==> src/rtl/pipe_ctrl_pkg.sv <==
// Shared state encoding and counter widths for the pipeline control FSM.
package pipe_ctrl_pkg;

    localparam int unsigned CntW = 4;
    localparam int unsigned WdW  = 8;

    typedef enum logic [1:0] {
        StRun     = 2'd0,
        StMulti   = 2'd1,
        StMemWait = 2'd2
    } state_t;

endpackage

==> src/rtl/mem_watchdog.sv <==
// Memory-wait watchdog: saturating wait counter and sticky timeout flag.
module mem_watchdog
    import pipe_ctrl_pkg::*;
#(
    parameter int unsigned MEM_TIMEOUT = 255
) (
    input  logic clk,
    input  logic rst,
    input  logic enter_i,
    input  logic in_wait_i,
    input  logic mem_busy_i,
    output logic mem_err_o
);

    logic [WdW-1:0] wd_q, wd_d;
    logic           err_q, err_d;
    logic           at_limit;

    assign at_limit = (wd_q == WdW'(MEM_TIMEOUT));

    always_comb begin
        wd_d  = wd_q;
        err_d = err_q;
        if (in_wait_i) begin
            if (mem_busy_i) begin
                if (at_limit) begin
                    err_d = 1'b1;
                end else begin
                    wd_d = wd_q + WdW'(1);
                end
            end else begin
                wd_d = '0;
            end
        end else if (enter_i) begin
            // The entering RUN cycle already counts as the first busy cycle.
            wd_d = WdW'(1);
        end
    end

    always_ff @(posedge clk) begin
        if (rst) begin
            wd_q  <= '0;
            err_q <= 1'b0;
        end else begin
            wd_q  <= wd_d;
            err_q <= err_d;
        end
    end

    assign mem_err_o = !rst && (err_q || (in_wait_i && mem_busy_i && at_limit));

endmodule

==> src/rtl/pipeline_control_fsm.sv <==
// Pipeline stall/flush controller. Define STALL_COUNTER_EN to enable the
// stall_cycles performance counter; otherwise it reads as zero.
module pipeline_control_fsm
    import pipe_ctrl_pkg::*;
#(
    parameter int unsigned MUL_LAT     = 4,
    parameter int unsigned MEM_TIMEOUT = 255
) (
    input  logic        clk,
    input  logic        rst,
    input  logic        hazard_stall,
    input  logic        br_taken,
    input  logic        mul_start,
    input  logic        mem_busy,
    output logic        pc_write,
    output logic        if_id_write,
    output logic        id_ex_write,
    output logic        ex_mem_write,
    output logic        mem_wb_write,
    output logic        if_id_flush,
    output logic        id_ex_flush,
    output logic        ex_mem_flush,
    output logic        mem_err,
    output logic [15:0] stall_cycles
);

    state_t          state_q, state_d;
    logic [CntW-1:0] cnt_q, cnt_d;

    always_ff @(posedge clk) begin
        if (rst) begin
            state_q <= StRun;
            cnt_q   <= '0;
        end else begin
            state_q <= state_d;
            cnt_q   <= cnt_d;
        end
    end

    always_comb begin
        pc_write     = 1'b1;
        if_id_write  = 1'b1;
        id_ex_write  = 1'b1;
        ex_mem_write = 1'b1;
        mem_wb_write = 1'b1;
        if_id_flush  = 1'b0;
        id_ex_flush  = 1'b0;
        ex_mem_flush = 1'b0;
        state_d      = state_q;
        cnt_d        = cnt_q;

        if (rst) begin
            {pc_write, if_id_write, id_ex_write, ex_mem_write, mem_wb_write} = '0;
            {if_id_flush, id_ex_flush, ex_mem_flush} = '1;
        end else begin
            unique case (state_q)
                // A MEM_WAIT cycle with memory ready is decoded like RUN.
                StRun, StMemWait: begin
                    if (mem_busy) begin
                        {pc_write, if_id_write, id_ex_write, ex_mem_write, mem_wb_write} = '0;
                        state_d = StMemWait;
                    end else if (br_taken) begin
                        if_id_flush = 1'b1;
                        id_ex_flush = 1'b1;
                        state_d     = StRun;
                    end else if (hazard_stall) begin
                        pc_write    = 1'b0;
                        if_id_write = 1'b0;
                        id_ex_flush = 1'b1;
                        state_d     = StRun;
                    end else if (mul_start) begin
                        pc_write     = 1'b0;
                        if_id_write  = 1'b0;
                        id_ex_write  = 1'b0;
                        ex_mem_flush = 1'b1;
                        cnt_d        = CntW'(MUL_LAT - 2);
                        state_d      = StMulti;
                    end else begin
                        state_d = StRun;
                    end
                end
                StMulti: begin
                    if (cnt_q != '0) begin
                        pc_write     = 1'b0;
                        if_id_write  = 1'b0;
                        id_ex_write  = 1'b0;
                        ex_mem_flush = 1'b1;
                        cnt_d        = cnt_q - CntW'(1);
                    end
                    if (mem_busy) begin
                        ex_mem_write = 1'b0;
                        mem_wb_write = 1'b0;
                    end else if (cnt_q == '0) begin
                        state_d = StRun;
                    end
                end
                default: state_d = StRun;
            endcase
        end
    end

    mem_watchdog #(
        .MEM_TIMEOUT(MEM_TIMEOUT)
    ) u_mem_watchdog (
        .clk       (clk),
        .rst       (rst),
        .enter_i   (state_q == StRun && mem_busy),
        .in_wait_i (state_q == StMemWait),
        .mem_busy_i(mem_busy),
        .mem_err_o (mem_err)
    );

`ifdef STALL_COUNTER_EN
    logic [15:0] stall_q;

    always_ff @(posedge clk) begin
        if (rst) begin
            stall_q <= '0;
        end else if (!pc_write && stall_q != 16'hFFFF) begin
            stall_q <= stall_q + 16'd1;
        end
    end

    assign stall_cycles = stall_q;
`else
    assign stall_cycles = '0;
`endif

endmodule
==> config.mk <==
export PLATFORM = sky130hd
export DESIGN_NAME = pipeline_control_fsm
export DESIGN_NICKNAME = d
export VERILOG_FILES = /design/src/rtl/pipe_ctrl_pkg.sv /design/src/rtl/mem_watchdog.sv /design/src/rtl/pipeline_control_fsm.sv
export SDC_FILE = /design/constraint.sdc
export NUM_CORES = 1
export LEC_CHECK = 0
export BUFFER_PORTS_ARGS = -buffer_cell sky130_fd_sc_hd__buf_4
export CORE_MARGIN = 4
export CORE_UTILIZATION = 50
export DETAILED_ROUTE_END_ITERATION = 12
export GPL_TIMING_DRIVEN = 0
export PLACE_DENSITY = 0.78
export SLEW_MARGIN = 20
export SYNTH_ARGS = -nofsm -noshare
export SYNTH_HDL_FRONTEND = slang
export SYNTH_HIERARCHICAL = 1
export SYNTH_SLANG_ARGS = --single-unit
==> constraint.sdc <==
create_clock -name clk -period 1.8 [get_ports clk]
set_input_delay 0.18 -clock clk [delete_from_list [all_inputs] [get_ports clk]]
set_output_delay 0.18 -clock clk [all_outputs]
set_load 0.005 [all_outputs]
### After elaboration in Yosys (flattened, before gate mapping)

Cells that the tools add are included.
W data, S select, Z words.

* register bits after elaboration: 15
* input bits: 6
* output and inout port bits: 25
* logic and storage cells: 82

* add/subtract/negate cells: 2
* equality and inequality tests: 11
* multiplexer cells: 48
* reduce and logical (&&, ||, !) cells: 17

Operators with widths (count)
* $mux W8: 4
* $mux W1: 31
* $mux W4: 5
* $ne A2 B2 Y1 const B: 7
* $add A8 B1 Y8 const B: 1
* $eq A8 B8 Y1 const B: 1
* $pmux W4 S2: 1
* $mux W2: 3
* $pmux W1 S2: 3
* $reduce_and A6 Y1: 1
* $logic_and A1 B1 Y1: 4
* $logic_not A4 Y1: 1
* $pmux W2 S2: 1
* $reduce_and A2 Y1: 2
* $reduce_bool A2 Y1: 2
* $reduce_bool A4 Y1: 1
* $sub A4 B1 Y4 const B: 1
* $ne A3 B3 Y1 const B: 1
* $reduce_and A3 Y1: 1
* $reduce_or A3 Y1: 1
* $eq A2 B1 Y1 const B: 1
* $eq A2 B2 Y1 const B: 1
* $logic_not A2 Y1: 1
* $reduce_or A2 Y1: 1
* other kinds (2): 2

### Longest topological paths before layout

* depth after elaboration: 6
* mapped depth: 6
* gate-level depth less buffers: 5

### By module

Netlist, hierarchy kept.

Modules (own cells, without submodules)
* mem_watchdog: times used 1, cells each 61, area each 541.8 um2, sequential area each 180.2 um2
* pipeline_control_fsm: times used 1, cells each 70, area each 519.2 um2, sequential area each 120.1 um2

### Least setup slack after synthesis

No wires, ideal clock.

* path type: register to output
* start: register cnt_q[0]
* end: output pc_write
* arrival: 1.440 ns
* data required time: 1.620 ns
* setup slack: 0.180 ns
* cell stages (with the launch flop): 7
* path buffers: 1
* cell sequence: dfxtp_1 inv_1 ha_1 or3b_4 a21oi_1 o21a_1 buf_4

* cells in the longest elaborated chain, start to end: 4

RTL lines
* from (decl): RTL line pipeline_control_fsm.sv:28 `logic [CntW-1:0] cnt_q, cnt_d;`
* from (signal assigned): RTL line pipeline_control_fsm.sv:36 `cnt_q <= cnt_d;`
* $reduce_bool A4 Y1: RTL line pipeline_control_fsm.sv:83 `if (cnt_q != '0) begin`
* $mux W1
* $pmux W1 S2
* $mux W1
* to (decl): RTL line pipeline_control_fsm.sv:15 `output logic pc_write,`

No other way between the ends.

### Worst setup path after layout

* start: register cnt_q[1]
* end: output id_ex_write

* cells in the longest elaborated chain, start to end: 4

RTL lines
* $reduce_bool A4 Y1: RTL line pipeline_control_fsm.sv:83
* $mux W1: RTL line pipeline_control_fsm.sv:83
* $pmux W1 S2: RTL line pipeline_control_fsm.sv:56 `unique case (state_q)`
* $mux W1: RTL line pipeline_control_fsm.sv:52 `if (rst) begin`
* to (decl): RTL line pipeline_control_fsm.sv:17 `output logic id_ex_write,`

No other way between the ends.

==> results.md <==
- Number of diodes: 0
- Area Growth Syn to Fin: 31.1%
- Clock Sink Count: 15
- Peak supply drop: 0.494 mV
- Top-area cell type share of the netlist area: 28.3%
- Crit path kind: reg -> out
- Final Skew: 0.00170 ns
- CTS max path bufs: 2
- Final setup fails: 4
- Worst Slack Setup Final: -0.102 ns
- Vias in the first global route: 998
- Synthesized area: 1060 um2
- DIE AREA: 2920 um2
- Status: finished with violations
- CP arrival: 1.72 ns
- Avg Cell Area, Syn: 8.10 um2
- Req. time, crit path: 1.62 ns
- Dpl ws: -0.0225 ns
- Detail Route Antenna Nets: 0
- Via count: 1,082
- Synth cell types: 41
- Most frequent cell after synthesis: buf_4
- Hold Path Class: in -> reg
- Failing checks: setup timing
- Min-delay src: mem_busy
- Power, Total: 697 uW
- Hold endpoint: state_q[1]
- # IOs: 31
- Reg-to-Reg End: cnt_q[0]
- Clk slew on worst S/H paths: 0.10 ns
- Initial Util: 53.5%
- Crit path time final: 1.90 ns
- GRT Util Overall: 19.7%
- Slew headroom: 64.3%
- Post-synth EDFFs: 0
- CTS tree: built
- Routability congestion estimate: 0.801
- DRC viols: 0
- Achievable Freq: 526 MHz
- Wire per inst: 13.6 um
- Worst skew pair latency: 0.29 ns
- GRT overflow: 0
- Most used DFF post-synth: dfxtp_1
- Final core utilization: 70.2%
- P_leak: 0.000601 uW
- Layout cells sized above 1: 38.7%
- Synth async-reset ratio: 0%
- Die width: 54.1 um
- Worst R2R Path Depth: 6
- Hold Path Stages: 3
- Largest area contributor in the netlist: dfxtp_1
- Part of the cycle the worst path needs: 106%
- DP Wirelength: 1.80 mm
- Number of port buffers: 13
- First-pass GRT wire length: 4.23 mm
- RSZ-0062 raised after global routing: yes
- Site row count: 16
- Pin count of the biggest net entering global routing: 11
- Die Ht: 54.1 um
- Largest cells by area after synthesis: dfxtp_1 (28%), buf_4 (13%), a211oi_1 (5.0%)
- Mapped Cells: 131
- Final WL: 2.65 mm
- Max Cap Viol: 0
- Pwr dens: 501 nW/um2
- Yosys warnings: 6
- Post-synth top cells: buf_4 (19), dfxtp_1 (15), nand2_1 (13)
- Via density: 5.55
- Final hold violation count: 0
- H-Tree Depth: 1
- Post-synthesis sequential area ratio: 28.3%
- CTS buffer count: 3
- Initial antenna violation count: 0
- Crit start category: flop
- Worst flop-to-flop path startpoint: cnt_q[1]
- Flop-to-flop setup slack: 0.22 ns
- Critical path endpoint category: output port
- Worst Max-Slew Pin Slew: 0.535 ns
- Synth Register Bits: 15
- CTS root buffer: clkbuf_4
- DR pass1 iterations: 4
- Core area: 1980 um2
- Final net count: 177
- Iteration-0 DRC Markers: 26
- Largest fanout on the critical path: 2
- Max Slew Vio Count: 0
## layout by cell type (no fill, tap or decap), types with 3 or more instances in the layout
| cell type | count |
|---|---|
| a211oi_1 | 7 |
| buf_4 | 36 |
| nand2_1 | 13 |
| a21oi_1 | 5 |
| nor2_1 | 10 |
| conb_1 | 16 |
| nand3_1 | 3 |
| a31oi_1 | 4 |
| a41oi_1 | 3 |
| clkbuf_4 | 3 |
| dfxtp_1 | 9 |
| dfxtp_2 | 4 |
| o21ai_0 | 3 |
| nand4_1 | 3 |
| buf_6 | 4 |
## state kept, by name (all words and copies together), names as in the netlist
| name | cells |
|---|---|
| u_mem_watchdog/err_q | 1 |
| u_mem_watchdog/wd_q | 8 |
| cnt_q | 4 |
| state_q | 2 |
## area by class of cell
cell class | count | area [um2]
multi-input combinational | 103 | 673
buffer | 24 | 190
fill | 165 | 591
tap | 27 | 33.8
clock inverter | 1 | 5.00
sequential | 15 | 313
inverter | 4 | 15.0
clock buffer | 3 | 22.5
timing repair buffer | 18 | 139
## cell families (layout without fill, tap and decap cells)
family                     Yosys count  count (layout)  synth area share [%]
adders and majority gates            2               2                  2.36
and+or+nand+nor                     46              46                  22.8
other                                1              16                 0.353
buffers and inverters               28              50                  19.3
AOI/OAI and AO/OA                   39              39                  26.9
DFF                                 15              15                  28.3
## report_power, final
group          switching, uW  internal (uW)  total, uW
Combinational           69.7           77.8        148
Clock                    121           82.7        203
Sequential              9.41            336        346
Total                    200            497        697
## per-stage QoR
step	hold slack (ns)	std cells	instance area, um2	setup TNS (ns)
2_1_floorplan	0.331	146	1120	0
5_1_grt	0.222	195	1390	-0.601
3_5_place_dp	0.445	186	1250	-0.0225
6_report	0.199	195	1390	-0.245
4_1_cts	0.200	194	1360	-0.306
3_3_place_gp	0.436	186	1250	0
## what timing repair did
action                     in CTS  in global routing
pin swaps                       2                  1
hold buffers                    0                  0
setup endpoints to repair       5                  5
cloned                          0                  0
resized for setup              14                  8
buffers inserted                4                  1
## worst max-delay path by stage
stage,start,endpoint
after floorplan,cnt_q[0],pc_write
after global placement,cnt_q[0],pc_write
after detailed placement,cnt_q[0],pc_write
after CTS,cnt_q[1],pc_write
after global routing,cnt_q[1],id_ex_write
final,cnt_q[1],id_ex_write
## worst max-delay path: stages (launching register included)
cell	delay (ns)
dfxtp_2	0.33
inv_2	0.07
ha_4	0.13
or3b_4	0.40
a21oi_4	0.15
buf_4	0.13
o21a_1	0.12
buf_4	0.11
## per-layer routing
layer	global-route usage [%]	vias up	wire [um]
met2	38.3	35	1440
met3	6.65	2	156
met5	0	-	0
li1	-	528	-
met1	19.4	517	1040
met4	5.39	0	12
Note: power is estimated with default switching activity, not from simulation.
